`src/rtl/car_lane_pkg.sv`:
```
// ============================================================================
//  Module   : car_lane_pkg
//  Purpose  : Shared state encoding and default dimensions for the car lane.
//  Revision : 1.0  initial multi-car lane
// ============================================================================
`default_nettype none

package car_lane_pkg;

    // Lane control states
    typedef enum logic [1:0] {
        S_IDLE  = 2'd0,
        S_RUN   = 2'd1,
        S_PAUSE = 2'd2
    } lane_state_t;

    localparam int DEFAULT_GRID_COLS = 20;
    localparam int DEFAULT_X_WIDTH   = 5;

    // Half a second at the 25 MHz system clock
    localparam int STEP_HALF_SEC     = 12500000;

endpackage : car_lane_pkg

`default_nettype wire

```
`src/rtl/car_lane_tick_divider.sv`:
```
// ============================================================================
//  Module   : tick_divider
//  Purpose  : Programmable step-period counter. Produces a one-cycle strobe
//             every latched-period clocks; the period is re-sampled (and
//             clamped to MIN_PERIOD) on clear and at every strobe.
//  Revision : 1.0  initial
// ============================================================================
`default_nettype none

module tick_divider
    import car_lane_pkg::*;
#(
    parameter int PERIOD_WIDTH = 24,
    parameter int MIN_PERIOD   = 2
) (
    input  logic                    clk,
    input  logic                    rst_n,
    input  logic                    clear,
    input  logic                    enable,
    input  logic                    complete,
    input  logic [PERIOD_WIDTH-1:0] period,
    output logic                    strobe
);

    localparam logic [PERIOD_WIDTH-1:0] MIN_P = PERIOD_WIDTH'(MIN_PERIOD);

    logic [PERIOD_WIDTH-1:0] count;
    logic [PERIOD_WIDTH-1:0] period_q;
    logic [PERIOD_WIDTH-1:0] period_clamped;

    assign period_clamped = (period < MIN_P) ? MIN_P : period;

    // A boundary that is already due may still finish while counting is
    // being paused (complete), but a clear always suppresses it.
    assign strobe = !clear && (enable || complete) &&
                    (count == period_q - PERIOD_WIDTH'(1));

    // Counter and period latch; count always stays below period_q
    always_ff @(posedge clk or negedge rst_n) begin
        if (!rst_n) begin
            count    <= '0;
            period_q <= MIN_P;
        end else if (clear || strobe) begin
            count    <= '0;
            period_q <= period_clamped;
        end else if (enable) begin
            count    <= count + PERIOD_WIDTH'(1);
        end
    end

endmodule : tick_divider

`default_nettype wire

```
`src/rtl/car_lane.sv`:
```
// ============================================================================
//  Module   : car_lane
//  Purpose  : Frogger lane holding NUM_CARS cars that advance one cell per
//             programmable step period, with pause, reload, direction select
//             and a registered frog collision flag.
//  Revision : 1.0  initial multi-car lane
// ============================================================================
`default_nettype none

module car_lane
    import car_lane_pkg::*;
#(
    parameter int NUM_CARS     = 3,
    parameter int X_WIDTH      = DEFAULT_X_WIDTH,
    parameter int GRID_COLS    = DEFAULT_GRID_COLS,
    parameter int PERIOD_WIDTH = 24,
    parameter int MIN_PERIOD   = 2
) (
    input  logic                        i_Clk,
    input  logic                        i_Rst_L,
    input  logic                        i_Load,
    input  logic [NUM_CARS*X_WIDTH-1:0] i_Start_X,
    input  logic                        i_Enable,
    input  logic [PERIOD_WIDTH-1:0]     i_Period,
    input  logic                        i_Dir,
    input  logic [X_WIDTH-1:0]          i_Frog_X,
    input  logic                        i_Frog_On_Lane,
    output logic [NUM_CARS*X_WIDTH-1:0] o_Car_X,
    output logic                        o_Step,
    output logic                        o_Active,
    output logic                        o_Hit
);

    localparam logic [X_WIDTH-1:0] LAST_X    = X_WIDTH'(GRID_COLS - 1);
    localparam logic [X_WIDTH:0]   COLS_EXT  = (X_WIDTH + 1)'(GRID_COLS);

    if (GRID_COLS > (1 << X_WIDTH)) begin : g_cols_check
        $error("car_lane: GRID_COLS does not fit in X_WIDTH bits");
    end

    if (NUM_CARS < 1 || NUM_CARS > 8) begin : g_cars_check
        $error("car_lane: NUM_CARS must be in 1..8");
    end

    lane_state_t          state;
    logic                 tick_en;
    logic                 run_now;
    logic                 step_now;
    logic [NUM_CARS-1:0]  car_match;

    assign tick_en = (state != S_IDLE) && i_Enable;
    assign run_now = (state == S_RUN);

    tick_divider #(
        .PERIOD_WIDTH (PERIOD_WIDTH),
        .MIN_PERIOD   (MIN_PERIOD)
    ) u_tick_divider (
        .clk      (i_Clk),
        .rst_n    (i_Rst_L),
        .clear    (i_Load),
        .enable   (tick_en),
        .complete (run_now),
        .period   (i_Period),
        .strobe   (step_now)
    );

    for (genvar k = 0; k < NUM_CARS; k++) begin : g_car
        logic [X_WIDTH-1:0] start_x;
        logic [X_WIDTH-1:0] pos;

        assign start_x = i_Start_X[k*X_WIDTH +: X_WIDTH];

        // Car position: load (out-of-range starts park at 0), else wrap-step
        always_ff @(posedge i_Clk or negedge i_Rst_L) begin
            if (!i_Rst_L) begin
                pos <= '0;
            end else if (i_Load) begin
                pos <= ({1'b0, start_x} >= COLS_EXT) ? '0 : start_x;
            end else if (step_now) begin
                if (i_Dir) begin
                    pos <= (pos == '0) ? LAST_X : pos - X_WIDTH'(1);
                end else begin
                    pos <= (pos == LAST_X) ? '0 : pos + X_WIDTH'(1);
                end
            end
        end

        assign o_Car_X[k*X_WIDTH +: X_WIDTH] = pos;
        assign car_match[k]                  = (pos == i_Frog_X);
    end

    // Lane control FSM with registered step, active and hit outputs
    always_ff @(posedge i_Clk or negedge i_Rst_L) begin
        if (!i_Rst_L) begin
            state    <= S_IDLE;
            o_Step   <= 1'b0;
            o_Active <= 1'b0;
            o_Hit    <= 1'b0;
        end else begin
            o_Hit <= i_Frog_On_Lane && (|car_match);
            if (i_Load) begin
                state    <= S_RUN;
                o_Step   <= 1'b0;
                o_Active <= 1'b1;
            end else begin
                case (state)
                    S_IDLE: begin
                        o_Step   <= 1'b0;
                        o_Active <= 1'b0;
                    end
                    S_RUN, S_PAUSE: begin
                        o_Step   <= step_now;
                        o_Active <= 1'b1;
                        state    <= i_Enable ? S_RUN : S_PAUSE;
                    end
                    default: begin
                        state    <= S_IDLE;
                        o_Step   <= 1'b0;
                        o_Active <= 1'b0;
                    end
                endcase
            end
        end
    end

endmodule : car_lane

`default_nettype wire

```
`config.mk`:
```
export PLATFORM = sky130hd
export DESIGN_NAME = car_lane
export DESIGN_NICKNAME = d
export VERILOG_FILES = /design/src/rtl/car_lane_pkg.sv /design/src/rtl/car_lane_tick_divider.sv /design/src/rtl/car_lane.sv
export SDC_FILE = /design/constraint.sdc
export NUM_CORES = 1
export LEC_CHECK = 0
export ABC_CLOCK_PERIOD_IN_PS = 4450
export BUFFER_PORTS_ARGS = -buffer_cell sky130_fd_sc_hd__buf_2
export CORE_UTILIZATION = 35
export DETAILED_ROUTE_END_ITERATION = 12
export SYNTH_ARGS = -nofsm -noshare
export SYNTH_HDL_FRONTEND = slang
export SYNTH_SLANG_ARGS = --single-unit
```
`constraint.sdc`:
```
create_clock -name i_Clk -period 4.45 [get_ports i_Clk]
set_input_delay 0.89 -clock i_Clk [delete_from_list [all_inputs] [get_ports i_Clk]]
set_output_delay 0.89 -clock i_Clk [all_outputs]
set_load 0.05 [all_outputs]
```
Word-level counts from Yosys, hierarchy flattened. Cells that the tools add are included.

Bits in registers: 68. Input port bits: 50. Output and inout bits: 18.

$add $sub $neg: 8. Order comparisons: 4. Equal/unequal tests: 10. Muxes and demuxes: 28. Reductions and logical operators: 16.

Operators by type and width (number): 5-bit two-way mux (18); 24-bit two-way mux (3); 24-bit by 1-bit adder with 24-bit output, second input constant (1); 24-bit == test (1); 24-bit by 2-bit < comparator with 1-bit output, second input constant (1); 24-bit by 1-bit subtractor with 24-bit output, second input constant (1); 5-bit by 1-bit adder with 5-bit output, second input constant (3); 5-bit == test (3); 5-bit == test, second input constant (3); 5-bit >= comparator, second input constant (3); 5-bit logical NOT (3); 5-bit by 1-bit subtractor with 5-bit output, second input constant (3); 2-bit nonzero test (3); 1-bit logical AND (4); 1-bit two-way mux (4); 2-bit two-way mux (2); 2-bit case mux with 2 select lines (1); 3-bit OR reduction (1); 2-bit by 1-bit == test with 1-bit output, second input constant (1); 2-bit == test, second input constant (1); 2-bit logical NOT (1); 1-bit logical OR (2); 2-bit != test, second input constant (1); 2-bit OR reduction (1); 1-bit logical NOT (1).

Logic depth before layout (Yosys ltp). Gate-level depths: netlist (run 1).

Word-level depth: 7. Gate-level depth with buffers: 12.

Cells and area by module. A second synthesis (run 1) with hierarchy kept.

Cell total of the unflattened synthesis: 522. Area total of the unflattened synthesis: 4724.5 µm².

By module, submodules not included: tick_divider (instances 1, cells an instance 305, area each 2985.4 µm², seq. area each 1202.4 µm²); car_lane (instances 1, cells an instance 217, area each 1739.2 µm², seq. area each 500.5 µm²).

Worst setup path before layout (run 1). No wires, ideal clock.

Path kind: flip-flop to flip-flop. Start point: reg u_tick_divider.period_q[3]. End point: reg g_car[2].pos[3]. Library setup time: 0.104 ns. Arrival time: 3.161 ns. Setup slack: 1.185 ns. Stages on the path, launching flop included: 10. Path buffers: 1. Cell sequence: dfrtp_1 or4_4 or4_1 nor4_1 xor2_1 or4_1 or4b_1 buf_2 a2111o_1 o311ai_1.

Cells in the longest elaborated chain, start to end: 4.

Ends and longest elaborated chain: start, declared (line car_lane_tick_divider.sv:28) `logic [PERIOD_WIDTH-1:0] period_q;`; start signal, assigned (line car_lane_tick_divider.sv:45) `period_q <= period_clamped;`; 24-bit by 1-bit subtractor with 24-bit output (line car_lane_tick_divider.sv:36) `(count == period_q - PERIOD_WIDTH'(1));`; 24-bit == test (line car_lane_tick_divider.sv:36); 1-bit logical AND (line car_lane_tick_divider.sv:35) `assign strobe = !clear && (enable || complete) &&`; 2-bit nonzero test (no line); end signal, assigned (line car_lane.sv:78) `pos <= ({1'b0, start_x} >= COLS_EXT) ? '0 : start_x;`; end signal, assigned (line car_lane.sv:81) `pos <= (pos == '0) ? LAST_X : pos - X_WIDTH'(1);`; end signal, assigned (line car_lane.sv:83) `pos <= (pos == LAST_X) ? '0 : pos + X_WIDTH'(1);`; end, declared (line car_lane.sv:69) `logic [X_WIDTH-1:0] pos;`.

No other way between the ends. A chain may end at the register's enable or synchronous reset.

Worst setup path after layout (run 1).
Start point: reg u_tick_divider.period_q[10]. End point: reg u_tick_divider.period_q[12].

Cells in the longest elaborated chain, start to end: 4.

Ends and longest elaborated chain: 24-bit by 1-bit subtractor with 24-bit output (line car_lane_tick_divider.sv:36); 24-bit == test (line car_lane_tick_divider.sv:36); 1-bit logical AND (line car_lane_tick_divider.sv:35); 1-bit logical OR (line car_lane_tick_divider.sv:43) `end else if (clear || strobe) begin`.

No other way between the ends.

==> run metrics, run 1 <==
status completed; Mapped Nets 604; # rows 42; FMAX 280 MHz; worst-path cell chain or4_4 > or3_4 > nor4_1 > xnor2_1 > a41oi_1 > nor4_2 > buf_4 > nor2_2 > buf_4 > mux2_1; Tcrit/Tclk final 0.802; cts hold-fix bufs 0; main area contributors after synthesis dfrtp_1, xor2_1, xnor2_1, mux2_1, nor2_1; Main synth FF type dfrtp_1; fillers 1326; vias in the first global route 4097; Post-DP Area 0.00533 mm²; Max IR drop VDD 0.188 mV; CTS tree yes; hold crit path type flop to flop; largest net degree at the start of global routing 69; Ant. Diodes 0; Overflow after GRT 0; global-route wire length before repair 20.6 mm; Worst setup SP type flop; Worst setup EP type flop; Slew HR 0.401; CTS Buf Count 9; crit-path max FO 22; area leader, netlist dfrtp_1; Post-CTS Setup Bufs 0; worst slew pin tran 0.898 ns; Synth Cell Area 0.00485 mm²; Routed Antenna Nets 0; fin area 0.00560 mm²; Synth Instances 545; cell class contributing the biggest share of worst-path delay simple AND/OR/NAND/NOR gates; flip-flop and latch area 0.00170 mm²; Switching Power 0.000567 W; sequential fraction of design power 0.419; Seq/Total Area, Yosys 0.351; DR iter-0 viols 194; Arrival @ worst endpoint 3.78 ns; worst path required time 4.66 ns; Synth async-reset ratio 1.00; EDFF count, synth 0; clock power share 0.373; Top cell by count, worst path buf_4; Combinational Power Share 0.208; Leakage 2.30 nW; Clock Skew 0.00822 ns; fin crit period 3.57 ns; synthesized flop and latch total 68; area delta synth->final 15.3%; area share of the largest cell type after synthesis 0.345; Slowest-stage cell, CP or4_4; Yosys Warn Count 0; CTS sink cnt 68; Clock Pin Slew Worst Setup and Hold Paths 0.06 ns; DRC violations left 0; Initial Util 0.362; I/O Pins 68; TritonRoute pass-1 iters 4; layout cells sized above 1 0.179; initial antenna violation count 0; port bufs 67; internal power 0.00120 W; CTS H-tree depth 3; WS Path Type flop to flop; clk buf depth 2; WP buf/inv 2; die height 120 µm; die width 120 µm; fin. max-slew vios 0; routed vias 4201; vias per inst 5.39; RSZ-0062 raised after global routing no; Avg Cell Area, Syn 8.91 µm²; nets 657; Die ar. 0.0143 mm²; max incr delay on CP 0.60 ns; CORE AREA 0.0134 mm²; final setup TNS 0 ns; setup violators final 0; placer congestion estimate 0.925; unique cell type count in the Yosys netlist 70; multi-input logic area 0.00294 mm²; post_cts resized 0; root buf cell clkbuf_16; Max Cap Viol 0; DR WL/cell 15.8 µm; Power Density 316 mW/mm²; Sw Share 0.321; Final Hold Vio Count 0; Post-DP HPWL 9.21 mm; Worst-Skew Late Latency 0.34 ns; Total Wirelength 12.3 mm; GRT Total Usage 0.183
## routing by layer
| layer | vias up | part of all wire | global-route usage | wire (µm) |
|---|---|---|---|---|
| met4 | 0 | 0.024 | 0.0695 | 297 |
| met3 | 18 | 0.032 | 0.0366 | 391 |
| met2 | 71 | 0.47 | 0.289 | 5760 |
| li1 | 2061 | - | - | - |
| met5 | - | 0 | 0 | 0 |
| met1 | 2051 | 0.48 | 0.246 | 5870 |
## area by class of cell
| cell class | count | share of cell area |
|---|---|---|
| Inverter | 21 | 0.0141 |
| Tap cell | 176 | 0.0393 |
| Timing Repair Buffer | 73 | 0.0679 |
| Sequential cell | 68 | 0.304 |
| Multi-Input combinational cell | 425 | 0.526 |
| Clock inverter | 4 | 0.00447 |
| Clock buffer | 12 | 0.0440 |
## sequential cells by signal, summed over array words and instances, names as in the netlist
name                     cells
o_Active                     1
o_Hit                        1
g_car.pos                   15
u_tick_divider.period_q     24
o_Step                       1
u_tick_divider.count        24
state                        2
## logic make-up (layout without fill, tap and decap cells)
| logic type | count (synthesis) | in the layout | share of synthesized area |
|---|---|---|---|
| muxes | 34 | 34 | 0.0763 |
| xor gates and xnor gates | 78 | 78 | 0.141 |
| DFF | 68 | 68 | 0.351 |
| buffers and inverters | 52 | 110 | 0.0446 |
| and+or+nand+nor | 215 | 215 | 0.241 |
| AOI/OAI and AO/OA | 89 | 89 | 0.124 |
| adders and majority gates | 9 | 9 | 0.0232 |
## worst register-to-register path, stage by stage, from the launching register on
cell	delay [ns]
dfrtp_1	0.46
or4_4	0.60
or3_4	0.43
nor4_1	0.28
xnor2_1	0.17
a41oi_1	0.19
nor4_2	0.34
buf_4	0.33
nor2_2	0.05
buf_4	0.25
mux2_1	0.35
## metrics by stage
stage	total power (W)	setup slack [ns]	cells	util	hold slack, ns
5_1_grt	0.00186	0.667	779	0.418	0.543
3_5_place_dp	0.00112	0.720	763	0.397	0.525
6_report	0.00177	0.880	779	0.418	0.529
3_3_place_gp	0.00111	0.755	763	0.397	0.492
2_1_floorplan	0.00100	1.19	545	-	0.474
4_1_cts	0.00179	0.875	779	0.418	0.534
## Yosys cell counts (all sizes together) (2+ instances only)
master	number
a21boi	2
a21o	3
a21oi	20
a221oi	2
a31o	4
a31oi	2
and3	4
buf	13
clkbuf	18
dfrtp	67
ha	9
inv	21
mux2	24
mux2i	10
nand2	22
nand2b	8
nand3	28
nand3b	4
nand4	16
nand4b	2
nor2	57
nor2b	7
nor3	17
nor3b	2
nor4	19
nor4b	3
o2111ai	2
o211ai	3
o21a	4
o21ai	25
o311ai	4
o31a	3
or2	4
or3	10
or4	6
or4b	2
xnor2	37
xor2	41
## power groups by stage
stage | Clock [W] | Sequential (W) | Combinational [W]
6_report | 0.000659 | 0.000741 | 0.000368
5_1_grt | 0.000700 | 0.000750 | 0.000408
4_1_cts | 0.000677 | 0.000740 | 0.000371
3_5_place_dp | 0 | 0.000751 | 0.000369
3_3_place_gp | 0 | 0.000748 | 0.000364
2_1_floorplan | 0 | 0.000763 | 0.000238
## layout by cell type, fill, tap and decap left out, types with 20 or more instances in the layout
cell type / synthesis / layout
mux2_1: 20 / 20
nand2_1: 22 / 22
dfrtp_1: 67 / 67
nand3_1: 28 / 28
nor2_1: 57 / 56
inv_1: 21 / 21
buf_2: 8 / 67
xor2_1: 41 / 41
a21oi_1: 20 / 20
xnor2_1: 37 / 37
## worst paths after layout
path	start	end	slack, ns	depth (start not counted)
max in group asynchronous	i_Rst_L	o_Step	3.11	2
min	u_tick_divider.period_q[1]	u_tick_divider.period_q[1]	0.53	2
max	u_tick_divider.period_q[10]	u_tick_divider.period_q[12]	0.88	10
min reg2reg	u_tick_divider.period_q[1]	u_tick_divider.period_q[1]	0.53	2
min in group asynchronous	i_Rst_L	u_tick_divider.count[16]	0.76	2
max reg2reg	u_tick_divider.period_q[10]	u_tick_divider.period_q[12]	0.88	10
No activity file was read; power rests on OpenSTA's default activity.
==> run 2, diff against run 1 <==
--- a/config.mk
+++ b/config.mk
@@ -5,7 +5,8 @@
 export SDC_FILE = /design/constraint.sdc
 export NUM_CORES = 1
 export LEC_CHECK = 0
-export ABC_CLOCK_PERIOD_IN_PS = 4450
+export ABC_AREA = 1
+export ABC_CLOCK_PERIOD_IN_PS = 3620
 export BUFFER_PORTS_ARGS = -buffer_cell sky130_fd_sc_hd__buf_2
 export CORE_UTILIZATION = 35
 export DETAILED_ROUTE_END_ITERATION = 12
==> constraint.sdc (replaced) <==
create_clock -name i_Clk -period 3.62 [get_ports i_Clk]
set_input_delay 0.724 -clock i_Clk [delete_from_list [all_inputs] [get_ports i_Clk]]
set_output_delay 0.724 -clock i_Clk [all_outputs]
set_load 0.05 [all_outputs]
==> run 2 against run 1 <==
Compared with the run above: synthesized cell count is 43% higher; sequential power is 26% higher; global-route usage is 0.74 points higher; via count is 19% higher; final cell count is 32% higher; setup slack worse by 0.059 ns; clock-buffer cell count is 1 lower; critical path depth is 4 higher; routed wire length is 15% higher; register-to-register slack worse by 0.06 ns; clock power is 45% higher; worst hold slack worse by 0.19 ns; critical endpoint is now g_car[0].pos[2]; largest cell class unchanged.
==> run metrics, run 2 <==
Seq/Total Area, Yosys 0.323 (-0.0275); WS Path Type flop to flop; largest net degree at the start of global routing 64 (-7.2%); Inst Count DP 1011 (+33%); Crit. Startpoint u_tick_divider.period_q[0]; Simple-Gate Fraction of Synth Area 0.407 (+0.166); Post-DP HPWL 10.7 mm (+16%); Post-DP Area 0.00572 mm² (+7.4%); # rows 44 (+4.8%); Worst-Skew Late Latency 0.34 ns (about the same); Sw Share 0.349 (+0.0278); Worst setup EP type flop; CORE AREA 0.0146 mm² (+8.9%); global-route wire length before repair 23.7 mm (+15%); worst path required time 3.90 ns (-0.76 ns); post-synthesis mux area share 0 (-0.0763); reg2reg path depth 14 (+4); Synth async-reset ratio 1.00 (unchanged); CTS tree yes; fin. max-slew vios 0 (unchanged); Max Cap Viol 0 (unchanged); Avg Cell Area, Syn 6.76 µm² (-24%); CTS sink cnt 68 (unchanged); Yosys Warn Count 0 (unchanged); Combinational Power Share 0.271 (+0.063); Tcrit/Tclk final 0.773 (-0.0290); Synth Instances 779 (+43%); area share of the largest cell type after synthesis 0.318 (-0.0271); worst slew pin tran 0.705 ns (-0.192 ns); FMAX 357 MHz (+28%); setup violators final 0 (unchanged); nets 897 (+37%); clock power share 0.368 (-0.005); cts hold-fix bufs 0 (unchanged); die height 125 µm (+4.1%); Arrival @ worst endpoint 3.07 ns (-0.71 ns); Final Hold Vio Count 0 (unchanged); post_cts resized 0 (unchanged); unique cell type count in the Yosys netlist 37 (-47%); most frequent cells after synthesis nand2_1, nor2_1, nand3_1; Post-CTS Setup Bufs 0 (unchanged); Clock Skew 0.00486 ns (-0.00336 ns); GRT Total Usage 0.190 (+0.00741); synthesized flop and latch total 68 (unchanged); Worst Slack Setup Final 0.821 ns (-0.0590 ns); pre-CTS setup slack 0.865 ns (+0.145 ns); vias per inst 4.88 (-9.5%); DR WL/cell 13.8 µm (-13%); fillers 1542 (+16%); commonest non-fill, non-tap cells in the layout nand2_1, nor2_1, nand3_1, inv_1; Slew HR 0.529 (+0.128); Clock Pin Slew Worst Setup and Hold Paths 0.06 ns (about the same); Synth Cell Area 0.00527 mm² (+8.5%); Initial Util 0.361 (-0.00121); clk buf depth 2 (unchanged); main combinational cell family by area after synthesis simple AND/OR/NAND/NOR gates; CTS H-tree depth 3 (unchanged); placer congestion estimate 0.896 (-3.2%); DR iter-0 viols 325 (+68%); Worst setup SP type flop; reg2reg setup slack 0.82 ns (-0.06 ns); Leakage 3.01 nW (+31%); Switching Power 0.000905 W (+60%); post-synthesis xor/xnor area fraction 0.108 (-0.0326); area delta synth->final 14.6%; internal power 0.00169 W (+41%); fin area 0.00604 mm² (+7.9%); sequential fraction of design power 0.361 (-0.058); port bufs 67 (unchanged); Non-Filler Instances 1027 (+32%); routed vias 5015 (+19%); RSZ-0062 raised after global routing no; die width 125 µm (+4.1%); I/O Pins 68 (unchanged); initial antenna violation count 1 (+1); Overflow after GRT 0 (unchanged); CTS Buf Count 9 (unchanged); post-synthesis compound-gate area fraction 0.0542 (-0.0696); Total Wirelength 14.1 mm (+15%); root buf cell clkbuf_16; Mapped Nets 838 (+39%); largest registers u_tick_divider.count: 24 flops, u_tick_divider.period_q: 24 flops, g_car.pos: 15 flops; main area contributors after synthesis dfrtp_1, nand2_1, nand3_1, nor2_1, xor2_1; hold crit path type input pin to asynchronous set/reset pin; TritonRoute pass-1 iters 5 (+1); Routed Antenna Nets 0 (unchanged); vias in the first global route 4681 (+14%); most frequent cell after synthesis nand2_1; final setup TNS 0 ns (unchanged); Main synth FF type dfrtp_1; crit-path max FO 63 (+190%); commonest non-fill, non-tap cell in the layout nand2_1; Power Density 430 mW/mm² (+36%); post-synthesis adder-cell area fraction 0.0214 (-0.00182); status completed; Max IR drop VDD 0.243 mV (+30%); DRC violations left 0 (unchanged); Ant. Diodes 0 (unchanged); reg2reg end g_car[0].pos[2]; layout cells sized above 1 0.145 (-0.0344); launch point of the worst reg-to-reg path u_tick_divider.period_q[0]; EDFF count, synth 0 (unchanged); fin crit period 2.80 ns (-0.771 ns); Die ar. 0.0155 mm² (+8.4%); worst hold slack 0.335 ns (-0.194 ns); area leader, netlist dfrtp_1
## run 2: cells by family (layout without fill, tap and decap cells)
| kind of cell | after synthesis | in the layout |
|---|---|---|
| flops | 68 | 68 |
| xor+xnor | 65 | 65 |
| compound gates | 52 | 52 |
| fa+ha+maj | 9 | 9 |
| buf+inv | 105 | 169 |
| simple gates | 480 | 480 |
## run 2: worst max path at each step
stage,slack (ns),to,depth (start not counted)
finish,0.82,g_car[0].pos[2],14
global route,0.50,u_tick_divider.period_q[3],14
CTS,0.83,g_car[0].pos[2],14
detailed placement,0.87,g_car[0].pos[3],14
global placement,0.87,u_tick_divider.period_q[21],14
floorplan,1.40,g_car[0].pos[0],16
## run 2: area by class of cell
cell class,instances,area [µm²],area share
multi-input combinational,606,3110,0.515
inverter,81,304,0.0504
timing repair buffer,72,373,0.0617
sequential,68,1700,0.282
tap,184,230,0.0381
clock buffer,11,243,0.0402
clock inverter,5,75.1,0.0124
## run 2: metrics by stage
step / power (W) / utilization
after floorplan: 0.00146 / -
after global placement: 0.00165 / 0.392
after detailed placement: 0.00165 / 0.392
after CTS: 0.00261 / 0.414
after global routing: 0.00275 / 0.414
final: 0.00260 / 0.414
## run 2: routing by layer
layer,GRT usage,part of all wire
met1,0.258,0.49
met2,0.306,0.46
met3,0.0365,0.035
met4,0.0567,0.019
met5,0,0.00071
## run 2: power by group through the flow
stage	registers (W)	clock network [W]	logic (W)
final	0.000937	0.000954	0.000704
after global routing	0.000949	0.00100	0.000796
after CTS	0.000937	0.000969	0.000709
after detailed placement	0.000949	0	0.000705
after global placement	0.000949	0	0.000701
after floorplan	0.00102	0	0.000445
## run 2: critical path, stage by stage, from the launching register on
cell and delay (ns):
dfrtp_1 0.40, inv_2 0.08, ha_1 0.24, nand2_2 0.11, nor2_2 0.37, nand2_1 0.12
xor2_1 0.22, nand2_1 0.08, nor2_1 0.11, nand2_1 0.09, nor2_4 0.10, nand2_4 0.06
nand2_4 0.52, nand2_1 0.13, nand2_1 0.09
